`src/rtl/ula_seq_if.sv`:
```
// rtl/ula_seq_if.sv - request/response bundle for the sequential ALU
// Purpose: groups the request handshake (in_valid/in_ready plus operands and
//          opcode) and the response handshake (out_valid/out_ready plus result
//          and flags) of ula_seq.
// Ports (signals):
//   in_valid, in_ready          request handshake
//   SrcA, SrcB [WIDTH]          operands (SrcB is the shift amount for shifts)
//   ULAControl [4]              opcode
//   out_valid, out_ready        response handshake
//   ULAResult [WIDTH]           result
//   Z, N, C, V, dz, illegal     flags registered with ULAResult
// Modports: master drives requests and consumes results, slave is the ALU.
interface ula_seq_if #(
    parameter int WIDTH = 8
);
    logic             in_valid;
    logic             in_ready;
    logic [WIDTH-1:0] SrcA;
    logic [WIDTH-1:0] SrcB;
    logic [3:0]       ULAControl;
    logic             out_valid;
    logic             out_ready;
    logic [WIDTH-1:0] ULAResult;
    logic             Z;
    logic             N;
    logic             C;
    logic             V;
    logic             dz;
    logic             illegal;

    modport master (
        output in_valid, SrcA, SrcB, ULAControl, out_ready,
        input  in_ready, out_valid, ULAResult, Z, N, C, V, dz, illegal
    );

    modport slave (
        input  in_valid, SrcA, SrcB, ULAControl, out_ready,
        output in_ready, out_valid, ULAResult, Z, N, C, V, dz, illegal
    );
endinterface

```
`src/rtl/ula_seq.sv`:
```
// rtl/ula_seq.sv - sequential ALU with optional shift-add multiply and restoring divide
// Purpose: accepts one operation per request, presents a registered result with
//          Z/N/C/V/dz/illegal flags and holds it until the consumer accepts it.
//          Single-cycle ops answer one cycle after acceptance; MUL/DIVU/REMU
//          iterate one bit per cycle for WIDTH cycles.
// Ports:
//   clk    - clock, all state on rising edge
//   rst_n  - asynchronous active-low reset
//   bus    - ula_seq_if.slave (request/response handshake, operands, result, flags)
// Configuration: define ULA_SEQ_MULDIV_EN to build MUL/DIVU/REMU; otherwise
//   opcodes 1000/1001/1010 are answered as illegal and BUSY is unreachable.
module ula_seq #(
    parameter int WIDTH = 8
) (
    input logic      clk,
    input logic      rst_n,
    ula_seq_if.slave bus
);

    localparam logic [3:0] OP_ADD  = 4'b0000;
    localparam logic [3:0] OP_SUB  = 4'b0001;
    localparam logic [3:0] OP_AND  = 4'b0010;
    localparam logic [3:0] OP_OR   = 4'b0011;
    localparam logic [3:0] OP_XOR  = 4'b0100;
    localparam logic [3:0] OP_SLTU = 4'b0101;
    localparam logic [3:0] OP_SRL  = 4'b0110;
    localparam logic [3:0] OP_SLL  = 4'b0111;

    localparam logic [WIDTH-1:0] SHIFT_LIM = WIDTH'(WIDTH);

    typedef enum logic [1:0] {
        S_IDLE,
        S_BUSY,
        S_DONE
    } state_t;

    state_t           state;
    logic             in_ready_q;
    logic             out_valid_q;
    logic [WIDTH-1:0] result_q;
    logic             z_q;
    logic             n_q;
    logic             c_q;
    logic             v_q;
    logic             dz_q;
    logic             illegal_q;

    // Single-cycle datapath, evaluated on the live request inputs so the
    // result can be registered on the accepting edge.
    logic [WIDTH:0]   sum;
    logic [WIDTH:0]   diff;
    logic [WIDTH-1:0] alu_res;
    logic             alu_c;
    logic             alu_v;
    logic             alu_ill;

    always_comb begin
        alu_res = '0;
        alu_c   = 1'b0;
        alu_v   = 1'b0;
        alu_ill = 1'b0;
        sum     = {1'b0, bus.SrcA} + {1'b0, bus.SrcB};
        diff    = {1'b0, bus.SrcA} - {1'b0, bus.SrcB};
        case (bus.ULAControl)
            OP_ADD: begin
                alu_res = sum[WIDTH-1:0];
                alu_c   = sum[WIDTH];
                alu_v   = (bus.SrcA[WIDTH-1] == bus.SrcB[WIDTH-1]) &&
                          (sum[WIDTH-1] != bus.SrcA[WIDTH-1]);
            end
            OP_SUB: begin
                alu_res = diff[WIDTH-1:0];
                // No borrow out means SrcA >= SrcB.
                alu_c   = ~diff[WIDTH];
                alu_v   = (bus.SrcA[WIDTH-1] != bus.SrcB[WIDTH-1]) &&
                          (diff[WIDTH-1] != bus.SrcA[WIDTH-1]);
            end
            OP_AND:  alu_res = bus.SrcA & bus.SrcB;
            OP_OR:   alu_res = bus.SrcA | bus.SrcB;
            OP_XOR:  alu_res = bus.SrcA ^ bus.SrcB;
            OP_SLTU: alu_res = {{(WIDTH-1){1'b0}}, (bus.SrcA < bus.SrcB)};
            OP_SRL:  alu_res = (bus.SrcB >= SHIFT_LIM) ? '0 : (bus.SrcA >> bus.SrcB);
            OP_SLL:  alu_res = (bus.SrcB >= SHIFT_LIM) ? '0 : (bus.SrcA << bus.SrcB);
            default: alu_ill = 1'b1;
        endcase
    end

`ifdef ULA_SEQ_MULDIV_EN
    localparam logic [3:0] OP_MUL  = 4'b1000;
    localparam logic [3:0] OP_DIVU = 4'b1001;
    localparam logic [3:0] OP_REMU = 4'b1010;
    localparam int         CW      = (WIDTH > 1) ? $clog2(WIDTH) : 1;
    localparam logic [CW-1:0] CNT_LAST = CW'(WIDTH - 1);

    // acc : running product (MUL) or partial remainder (DIVU/REMU)
    // opnd: shifting multiplicand (MUL) or fixed divisor
    // sh  : multiplier shifting right (MUL) or dividend shifting out / quotient shifting in
    logic [3:0]       op_q;
    logic [WIDTH-1:0] acc;
    logic [WIDTH-1:0] opnd;
    logic [WIDTH-1:0] sh;
    logic [CW-1:0]    cnt;
    logic             dz_pend;
    logic             is_md;

    logic [WIDTH-1:0] acc_nxt;
    logic [WIDTH-1:0] opnd_nxt;
    logic [WIDTH-1:0] sh_nxt;
    logic [WIDTH:0]   div_part;
    logic [WIDTH:0]   div_trial;
    logic [WIDTH-1:0] md_res;

    assign is_md = (bus.ULAControl == OP_MUL) || (bus.ULAControl == OP_DIVU) ||
                   (bus.ULAControl == OP_REMU);

    always_comb begin
        acc_nxt   = acc;
        opnd_nxt  = opnd;
        sh_nxt    = sh;
        div_part  = {acc, sh[WIDTH-1]};
        div_trial = div_part - {1'b0, opnd};
        if (op_q == OP_MUL) begin
            acc_nxt  = sh[0] ? (acc + opnd) : acc;
            opnd_nxt = opnd << 1;
            sh_nxt   = sh >> 1;
        end else if (!div_trial[WIDTH]) begin
            // Trial subtraction fits: keep it and shift in a quotient 1.
            // A zero divisor always lands here, giving all-ones / SrcA.
            acc_nxt = div_trial[WIDTH-1:0];
            sh_nxt  = {sh[WIDTH-2:0], 1'b1};
        end else begin
            acc_nxt = div_part[WIDTH-1:0];
            sh_nxt  = {sh[WIDTH-2:0], 1'b0};
        end
        md_res = (op_q == OP_DIVU) ? sh_nxt : acc_nxt;
    end
`endif

    always_ff @(posedge clk or negedge rst_n) begin
        if (!rst_n) begin
            state       <= S_IDLE;
            in_ready_q  <= 1'b1;
            out_valid_q <= 1'b0;
            result_q    <= '0;
            z_q         <= 1'b1;
            n_q         <= 1'b0;
            c_q         <= 1'b0;
            v_q         <= 1'b0;
            dz_q        <= 1'b0;
            illegal_q   <= 1'b0;
`ifdef ULA_SEQ_MULDIV_EN
            op_q        <= '0;
            acc         <= '0;
            opnd        <= '0;
            sh          <= '0;
            cnt         <= '0;
            dz_pend     <= 1'b0;
`endif
        end else begin
            case (state)
                S_IDLE: begin
                    if (bus.in_valid) begin
                        in_ready_q <= 1'b0;
`ifdef ULA_SEQ_MULDIV_EN
                        if (is_md) begin
                            state   <= S_BUSY;
                            op_q    <= bus.ULAControl;
                            acc     <= '0;
                            cnt     <= CNT_LAST;
                            dz_pend <= (bus.ULAControl != OP_MUL) && (bus.SrcB == '0);
                            if (bus.ULAControl == OP_MUL) begin
                                opnd <= bus.SrcA;
                                sh   <= bus.SrcB;
                            end else begin
                                opnd <= bus.SrcB;
                                sh   <= bus.SrcA;
                            end
                        end else
`endif
                        begin
                            state       <= S_DONE;
                            out_valid_q <= 1'b1;
                            result_q    <= alu_res;
                            z_q         <= (alu_res == '0);
                            n_q         <= alu_res[WIDTH-1];
                            c_q         <= alu_c;
                            v_q         <= alu_v;
                            dz_q        <= 1'b0;
                            illegal_q   <= alu_ill;
                        end
                    end
                end
                S_BUSY: begin
`ifdef ULA_SEQ_MULDIV_EN
                    acc  <= acc_nxt;
                    opnd <= opnd_nxt;
                    sh   <= sh_nxt;
                    cnt  <= cnt - CW'(1);
                    if (cnt == '0) begin
                        state       <= S_DONE;
                        out_valid_q <= 1'b1;
                        result_q    <= md_res;
                        z_q         <= (md_res == '0);
                        n_q         <= md_res[WIDTH-1];
                        c_q         <= 1'b0;
                        v_q         <= 1'b0;
                        dz_q        <= dz_pend;
                        illegal_q   <= 1'b0;
                    end
`else
                    state      <= S_IDLE;
                    in_ready_q <= 1'b1;
`endif
                end
                S_DONE: begin
                    if (bus.out_ready) begin
                        state       <= S_IDLE;
                        out_valid_q <= 1'b0;
                        in_ready_q  <= 1'b1;
                    end
                end
                default: begin
                    state       <= S_IDLE;
                    out_valid_q <= 1'b0;
                    in_ready_q  <= 1'b1;
                end
            endcase
        end
    end

    assign bus.in_ready  = in_ready_q;
    assign bus.out_valid = out_valid_q;
    assign bus.ULAResult = result_q;
    assign bus.Z         = z_q;
    assign bus.N         = n_q;
    assign bus.C         = c_q;
    assign bus.V         = v_q;
    assign bus.dz        = dz_q;
    assign bus.illegal   = illegal_q;

endmodule

```
`src/flat_wrapper.sv`:
```
// flat-port wrapper written by rule: the top's interface ports become plain ports
module ula_seq_flat 
#(
    parameter int WIDTH = 8
)
  (clk, rst_n, bus_in_valid, bus_SrcA, bus_SrcB, bus_ULAControl, bus_out_ready, bus_in_ready, bus_out_valid, bus_ULAResult, bus_Z, bus_N, bus_C, bus_V, bus_dz, bus_illegal);
  ula_seq_if #(.WIDTH(WIDTH)) bus_i ();
  input logic clk;
  input logic rst_n;
  input wire logic [$bits(bus_i.in_valid)-1:0] bus_in_valid;
  input wire logic [$bits(bus_i.SrcA)-1:0] bus_SrcA;
  input wire logic [$bits(bus_i.SrcB)-1:0] bus_SrcB;
  input wire logic [$bits(bus_i.ULAControl)-1:0] bus_ULAControl;
  input wire logic [$bits(bus_i.out_ready)-1:0] bus_out_ready;
  output wire logic [$bits(bus_i.in_ready)-1:0] bus_in_ready;
  output wire logic [$bits(bus_i.out_valid)-1:0] bus_out_valid;
  output wire logic [$bits(bus_i.ULAResult)-1:0] bus_ULAResult;
  output wire logic [$bits(bus_i.Z)-1:0] bus_Z;
  output wire logic [$bits(bus_i.N)-1:0] bus_N;
  output wire logic [$bits(bus_i.C)-1:0] bus_C;
  output wire logic [$bits(bus_i.V)-1:0] bus_V;
  output wire logic [$bits(bus_i.dz)-1:0] bus_dz;
  output wire logic [$bits(bus_i.illegal)-1:0] bus_illegal;
  assign bus_i.in_valid = bus_in_valid;
  assign bus_i.SrcA = bus_SrcA;
  assign bus_i.SrcB = bus_SrcB;
  assign bus_i.ULAControl = bus_ULAControl;
  assign bus_i.out_ready = bus_out_ready;
  assign bus_in_ready = bus_i.in_ready;
  assign bus_out_valid = bus_i.out_valid;
  assign bus_ULAResult = bus_i.ULAResult;
  assign bus_Z = bus_i.Z;
  assign bus_N = bus_i.N;
  assign bus_C = bus_i.C;
  assign bus_V = bus_i.V;
  assign bus_dz = bus_i.dz;
  assign bus_illegal = bus_i.illegal;
  ula_seq #(.WIDTH(WIDTH)) u_core (.clk(clk), .rst_n(rst_n), .bus(bus_i));
endmodule
```
`config.mk`:
```
export PLATFORM = sky130hd
export DESIGN_NAME = ula_seq_flat
export DESIGN_NICKNAME = d
export VERILOG_FILES = /design/src/rtl/ula_seq_if.sv /design/src/rtl/ula_seq.sv /design/src/flat_wrapper.sv
export SDC_FILE = /design/constraint.sdc
export NUM_CORES = 1
export LEC_CHECK = 0
export CELL_PAD_IN_SITES_DETAIL_PLACEMENT = 1
export CELL_PAD_IN_SITES_GLOBAL_PLACEMENT = 1
export CORE_ASPECT_RATIO = 0.8
export CORE_MARGIN = 3
export CORE_UTILIZATION = 40
export DETAILED_ROUTE_END_ITERATION = 10
export PLACE_DENSITY_LB_ADDON = 0.1
export SLEW_MARGIN = 20
export SYNTH_ARGS = -nofsm -noshare
export SYNTH_HDL_FRONTEND = slang
export SYNTH_SLANG_ARGS = --single-unit
```
`constraint.sdc`:
```
create_clock -name clk -period 1.6 [get_ports clk]
set_input_delay 0.48 -clock clk [delete_from_list [all_inputs] [get_ports clk]]
set_output_delay 0.48 -clock clk [all_outputs]
set_load 0.03 [all_outputs]
```
==> impl_metrics.py, run 1 <==
metrics = {
    "yosys": {
        "synthTopCellsByArea": "dfrtp_1 13%, ha_1 13%, mux2i_1 5.6%",
        "synth_top_area_share_pct": 12.9,
        "yosysTopAreaCell": "dfrtp_1",
        "synth-edff-count": 0,
        "netlist_area_mm2": 0.00233,
        "yosysMostFrequentCell": "inv_1",
        "ys_top_cells_by_count": "25 x inv_1, 24 x ha_1, 24 x nand2_1, 19 x o21ai_0, 18 x nor2_1",
        "ys_types": 65,
        "ys_seq_elements": 14,
        "yosys_warnings": 0,
        "syn-num-nets": 352,
        "synthFlopType": "dfrtp_1",
        "synth.yosys.seq_area_share_pct": 15.1,
        "synthCells": 302,
        "synth.avg_cell_area_um2": 7.73,
        "async_reset_ff_share_pct": 100,
    },
    "place": {
        "place_congestion": 0.958,
        "place_ws_ns": -1.67,
        "dpl.cell_count": 503,
        "dp_hpwl_um": 10200,
        "numPortBuffers": 38,
    },
    "floorplanning": {
        "rows": 24,
        "io-pin-count": 40,
        "die_y_um": 74.3,
        "initial_utilization_pct": 42.0,
        "fp.dieW_um": 91.4,
    },
    "cts": {
        "clockRootBuffer": "clkbuf_8",
        "cts-buffers-inserted": 3,
        "cts_resized": 213,
        "htree_levels": 1,
        "cts_setup_buffers": 22,
        "clkSinkCount": 14,
        "clock_path_buffers": 2,
        "holdBufCountCts": 0,
    },
    "outcome": {
        "tool.error": "[ERROR DPL-0033] detailed placement checks failed during check placement.",
        "run_status": "aborted with a tool error",
        "lastStage": "clock tree synthesis",
    },
}
logic make-up after synthesis:
| group | count (synthesis) | synth area share (%) |
|---|---|---|
| simple gates | 100 | 22.4 |
| compound gates | 89 | 27.3 |
| buf+inv | 48 | 8.90 |
| fa+ha+maj | 26 | 14.6 |
| mux | 17 | 8.95 |
| flops | 14 | 15.1 |
| xor+xnor | 7 | 2.63 |
| other cells | 1 | 0.161 |
metrics by stage:
step | instance area [um^2] | setup TNS (ns) | util [%]
after floorplan | 2630 | -4.46 | -
after global placement | 3750 | -13.92 | 67.6
after detailed placement | 3750 | -15.33 | 67.6
==> inputs of run 2 (changes only) <==
- CELL_PAD_IN_SITES_DETAIL_PLACEMENT: 1 -> not set
- CELL_PAD_IN_SITES_GLOBAL_PLACEMENT: 1 -> not set
- CORE_ASPECT_RATIO: 0.8 -> not set
- PLACE_DENSITY_LB_ADDON: 0.1 -> 0.15
==> run 2 against run 1 <==
Effect of this change:
- the flow now finishes, with violations (setup timing)
- synthesized cell count unchanged
- area after synthesis unchanged
==> impl_metrics.py, run 2 <==
metrics = {
    "yosys": {
        "syn-num-nets": 352,
        "yosys.area_share.simple_pct": 22.4,
        "synthCells": 302,
        "synth_top_area_share_pct": 12.9,
        "ys_seq_elements": 14,
        "ys_types": 65,
        "synth.avg_cell_area_um2": 7.73,
        "synth_compound_area_share_pct": 27.3,
        "synth_mux_area_share_pct": 8.95,
        "yosysMostFrequentCell": "inv_1",
        "yosys_warnings": 0,
        "synth.yosys.seq_area_share_pct": 15.1,
        "synth-edff-count": 0,
        "synth_top_family_by_area": "compound AO/OA/AOI/OAI gates",
        "ys_top_cells_by_count": "25 x inv_1, 24 x ha_1, 24 x nand2_1, 19 x o21ai_0, 18 x nor2_1",
        "netlist_area_mm2": 0.00233,
        "yosysTopAreaCell": "dfrtp_1",
        "async_reset_ff_share_pct": 100,
        "synthFlopType": "dfrtp_1",
        "synth_xor_area_share_pct": 2.63,
        "synthAdderAreaFrac_pct": 14.6,
        "synthTopCellsByArea": "dfrtp_1 13%, ha_1 13%, mux2i_1 5.6%",
    },
    "setup_path": {
        "crit_path_max_incr_delay_ns": 0.39,
        "critPathBufInv": 3,
        "cp_cell_sequence": "buf_8 -> inv_6 -> ha_4 -> inv_2 -> fa_2 -> nor3b_4 -> nor3_4 -> o31ai_2 -> xnor2_1 -> a221oi_2 -> nand2_1 -> o31ai_2",
        "start_kind": "primary input",
        "cp_common_cell": "o31ai_2",
        "cp.arrival_ns": 2.54,
        "crit_path_max_fanout": 3,
        "endpoint_kind": "flop",
        "worst_path_max_delay_cell": "fa_2",
        "timing_worst_setup_path_type": "in -> reg",
        "path_delay_family": "compound AO/OA/AOI/OAI gates",
        "cp_data_required_time_ns": 1.75,
    },
    "outcome": {
        "violations": "setup timing",
        "run_status": "finished, violations left",
    },
    "finish": {
        "n_fill_cell": 366,
        "drive_gt1_share_pct": 54.5,
        "layout_commonest_cell": "buf_4",
        "instances_no_fill": 531,
        "design_area_mm2": 0.00447,
        "nets": 510,
        "final_cell_mix": "116 x buf_4, 23 x buf_6, 22 x nand2_1",
        "largest_reg_flops": 7,
        "area.growth.synth_to_final_pct": 91.6,
        "diodes": 0,
    },
    "floorplanning": {
        "initial_utilization_pct": 41.9,
        "core_area_mm2": 0.00557,
        "rows": 27,
        "io-pin-count": 40,
        "die_area_mm2": 0.00679,
        "fp.dieW_um": 82.4,
        "die_y_um": 82.4,
    },
    "grt": {
        "grt_usage_pct": 29.2,
        "grt_pass1_vias": 3022,
        "grt_overflow": 0,
        "grt_pass1_wl_um": 15100,
        "antenna_found_initial": 0,
        "grt_max_degree": 24,
    },
    "timing": {
        "setup_tns_ns": -6.16,
        "max_freq_mhz": 418,
        "setup_ws_ns": -0.795,
        "drv_slew": 0,
        "fin_crit_sh_pct": 150,
        "setup_viol": 11,
        "rsz0062_at_grt": "yes",
        "finClkSkew_ns": 0.00359,
        "period_needed_ns": 2.39,
        "holdWs_ns": 0.475,
        "hold_viol_final": 0,
    },
    "place": {
        "place_congestion": 0.970,
        "dpl.cell_count": 502,
        "dp_hpwl_um": 7300,
        "numPortBuffers": 38,
        "placed_cell_area_mm2": 0.00380,
    },
    "pwr": {
        "power.density_mw_per_mm2": 502,
        "ir_worst_vdd_mv": 0.506,
        "leakagePower_uw": 0.00199,
    },
    "cts": {
        "cts-buffers-inserted": 3,
        "clockRootBuffer": "clkbuf_8",
        "clkTransAtPathRegs_ns": 0.06,
        "clkSinkCount": 14,
        "holdBufCountCts": 0,
        "clock_path_buffers": 2,
        "clock_latency_ns": 0.24,
        "htree_levels": 1,
        "cts_tree": "done",
    },
    "detailed_routing": {
        "avgRoutedWirePerCell_um": 18.5,
        "via_per_inst": 5.83,
        "route.detailed.drc": 0,
        "routed-via-count": 3097,
        "finalWirelength_um": 9840,
        "antenna_left": 0,
        "first_pass_iters": 5,
        "drt_iter0_drc": 284,
    },
    "job": {
        "drv_cap": 0,
    },
    "worst_hold_path": {
        "worstHoldPathType": "reg -> reg",
    },
}
==> run 2: worst register-to-register path: cells and delay by family (launching register included) <==
family / cells / cell delay [ns]
simple gates: 3 / 0.58
compound gates: 2 / 0.45
buf+inv: 1 / 0.07
flops: 1 / 0.38
==> run 2: kinds of logic (layout without fill, tap and decap cells) <==
group / after synthesis / in the layout
muxes: 17 / 17
adders and majority gates: 26 / 26
other: 1 / 1
xor gates and xnor gates: 7 / 7
buffers and inverters: 48 / 205
and+or+nand+nor: 100 / 100
AOI/OAI and AO/OA: 89 / 89
DFF: 14 / 14
==> run 2: power by group <==
part           total [uW]  switching, uW  leakage, uW  internal [uW]
Combinational        1490            776      0.00179            715
Sequential            458           34.1     0.000178            424
Clock                 293            117    0.0000228            176
==> run 2: per-stage QoR <==
| stage | power [uW] | worst slack [ns] | util [%] |
|---|---|---|---|
| after global routing | 2370 | -0.846 | 80.2 |
| final | 2240 | -0.795 | 80.2 |
| after CTS | 2150 | -0.747 | 76.5 |
| after detailed placement | 1740 | -1.60 | 68.1 |
| after global placement | 1710 | -1.50 | 68.1 |
| after floorplan | 1150 | -0.686 | - |
==> run 2: layer usage <==
| metal | share of wire, % | track usage (%) | routed length [um] |
|---|---|---|---|
| met5 | 0 | 0 | 0 |
| met3 | 7.9 | 2.60 | 782 |
| met4 | 3.7 | 10.8 | 364 |
| met1 | 41 | 37.8 | 4030 |
| met2 | 47 | 50.2 | 4670 |
==> run 2: what timing repair did <==
action                     4_1_cts  5_1_grt
pin swaps                       53       38
setup buffers                   27        8
setup endpoints to repair       24       11
resized for setup              156       49
==> run 2: path summary, 6_finish.rpt <==
check                                      from                 endpoint  slack, ns  depth (start not counted)
setup / recovery                    bus_SrcA[0]             u_core.bus.Z      -0.79                         12
hold / removal               u_core.bus.illegal       u_core.bus.illegal       0.47                          2
setup reg to reg           u_core.bus.out_valid             u_core.bus.Z       0.03                          6
hold reg to reg              u_core.bus.illegal       u_core.bus.illegal       0.47                          2
max in group asynchronous                 rst_n      u_core.bus.in_ready       0.81                          2
min in group asynchronous                 rst_n  u_core.bus.ULAResult[1]       0.55                          2
==> run 2: layout make-up <==
type | instances | area, um^2 | share of cell area (%)
clock buffer | 4 | 45.0 | 1.01
inverter | 27 | 153 | 3.41
multi-input combinational | 240 | 2320 | 51.9
sequential | 14 | 353 | 7.89
tap | 72 | 90.1 | 2.02
timing repair buffer | 174 | 1510 | 33.8
(Power assumes the default switching activity.)
==> inputs of run 3 (changes only) <==
- CAP_MARGIN: not set -> 20
- CORE_MARGIN: 3 -> not set
==> run 3 against run 2 <==
Effect of this change:
- the run still ends with setup timing left
- non-clock buffer count is 7 higher
- wire length is 17% higher
- critical path depth is 1 higher
- hold slack worse by 0.0029 ns
- total power is 3.6% higher
- first-iteration DRC count is 13% higher
- register-to-register slack better by 0.16 ns
- final cell count is 1.1% higher
- critical path type unchanged
- critical endpoint is now u_core.bus.C
==> impl_metrics.py, run 3 (synthesis results as in run 2) <==
metrics = {
    "setup_path": {
        "timing_worst_setup_path_type": "in -> reg",
        "start_kind": "primary input",
        "cp_data_required_time_ns": 1.72,
        "endpoint_kind": "flop",
        "cp.arrival_ns": 2.60,
        "crit_path_max_fanout": 4,
    },
    "floorplanning": {
        "rows": 27,
        "die_y_um": 78.4,
        "initial_utilization_pct": 41.9,
        "die_area_mm2": 0.00614,
        "io-pin-count": 40,
        "fp.dieW_um": 78.4,
        "core_area_mm2": 0.00557,
    },
    "timing": {
        "setup_viol": 11,
        "setup_tns_ns": -6.79,
        "holdWs_ns": 0.472,
        "setup_ws_ns": -0.881,
        "period_needed_ns": 2.48,
        "rsz0062_at_grt": "yes",
        "hold_viol_final": 0,
        "fin_crit_sh_pct": 155,
        "drv_slew": 0,
        "finClkSkew_ns": 0.00225,
        "max_freq_mhz": 403,
    },
    "job": {
        "drv_cap": 0,
    },
    "place": {
        "dpl.cell_count": 502,
        "dp_hpwl_um": 6910,
        "numPortBuffers": 38,
        "place_congestion": 1.02,
        "placed_cell_area_mm2": 0.00378,
        "place_ws_ns": -1.51,
    },
    "outcome": {
        "violations": "setup timing",
        "run_status": "finished, violations left",
    },
    "cts": {
        "cts-buffers-inserted": 3,
        "clock_latency_ns": 0.24,
        "clkSinkCount": 14,
        "clockRootBuffer": "clkbuf_8",
        "clkTransAtPathRegs_ns": 0.05,
        "holdBufCountCts": 0,
        "clock_path_buffers": 2,
        "htree_levels": 1,
        "cts_tree": "done",
    },
    "finish": {
        "diodes": 0,
        "n_fill_cell": 323,
        "final_cell_mix": "114 x buf_4, 29 x buf_6, 22 x nand2_1",
        "largest_reg_flops": 7,
        "area.growth.synth_to_final_pct": 101,
        "instances_no_fill": 537,
        "ff_latch_area_um2": 353,
        "multiInputGateArea_mm2": 0.00245,
        "design_area_mm2": 0.00468,
        "nets": 517,
        "layout_commonest_cell": "buf_4",
        "drive_gt1_share_pct": 58.5,
    },
    "detailed_routing": {
        "avgRoutedWirePerCell_um": 21.5,
        "via_per_inst": 6.39,
        "first_pass_iters": 6,
        "drt_iter0_drc": 322,
        "route.detailed.drc": 0,
        "finalWirelength_um": 11500,
        "antenna_left": 0,
        "routed-via-count": 3430,
    },
    "grt": {
        "antenna_found_initial": 0,
        "grt_max_degree": 24,
        "grt_pass1_vias": 3048,
        "grt_pass1_wl_um": 15100,
        "grt_overflow": 0,
        "grt_usage_pct": 31.7,
    },
    "worst_hold_path": {
        "worstHoldPathType": "reg -> reg",
    },
    "pwr": {
        "power.density_mw_per_mm2": 496,
        "ir_worst_vdd_mv": 0.530,
        "leakagePower_uw": 0.00206,
    },
}
## run 3: cell count changes in the layout (fill, tap and decap cells not counted), moves of 3 or more
cell	delta
a32oi_1	-3
buf_6	+6
buf_8	+4
clkdlybuf4s15_1	+3
clkdlybuf4s15_2	-4
inv_1	-3
inv_2	+4
o21ai_1	+3
## run 3: layout make-up
class | count | area share [%]
Tap cell | 72 | 1.92
Inverter | 27 | 3.21
Sequential cell | 14 | 7.54
Multi-Input combinational cell | 240 | 52.3
Timing Repair Buffer | 181 | 34.1
Clock buffer | 3 | 0.882
## run 3: power breakdown
part,internal [uW],leakage (uW),total [uW],switching (uW)
Combinational,747,0.00187,1580,837
Sequential,424,0.000178,458,34.0
Clock,166,0.0000216,280,113
Total,1340,0.00206,2320,985
## run 3: worst max-delay path: stages
cell and delay (ns):
buf_12 0.11, buf_6 0.11, ha_4 0.16, fa_2 0.39, a211oi_2 0.32, o21bai_1 0.15
a21oi_2 0.18, buf_4 0.14, buf_6 0.08, o21bai_1 0.06, a21oi_1 0.13, a2bb2oi_1 0.19
o21ai_1 0.08
## run 3: metrics by stage
stage	total power, uW	utilization, %
floorplan	1150	-
global placement	1690	67.9
detailed placement	1720	67.9
CTS	2120	76.4
global route	2420	84.0
finish	2320	84.0
## run 3: worst paths after layout
check	start	to	slack [ns]	depth (start not counted)
worst max-delay path	bus_SrcB[0]	u_core.bus.C	-0.88	13
worst min-delay path	u_core.bus.illegal	u_core.bus.illegal	0.47	2
worst max register to register	u_core.bus.out_valid	u_core.bus.Z	0.19	6
worst min register to register	u_core.bus.illegal	u_core.bus.illegal	0.47	2
max in group asynchronous	rst_n	u_core.bus.Z	0.82	2
min in group asynchronous	rst_n	u_core.bus.ULAResult[6]	0.55	2
## run 3: what timing repair did
action | CTS | global route
pin swaps | 56 | 49
hold endpoints to repair | 0 | 0
setup endpoints to repair | 24 | 11
resized for setup | 156 | 82
setup buffers | 21 | 15
gates cloned | 0 | 1
## run 3: metal layers
metal / share of wire, % / GRT usage (%)
met1: 38 / 40.2
met2: 47 / 54.9
met3: 8.1 / 2.91
met4: 7.0 / 13.0
met5: 0 / 0
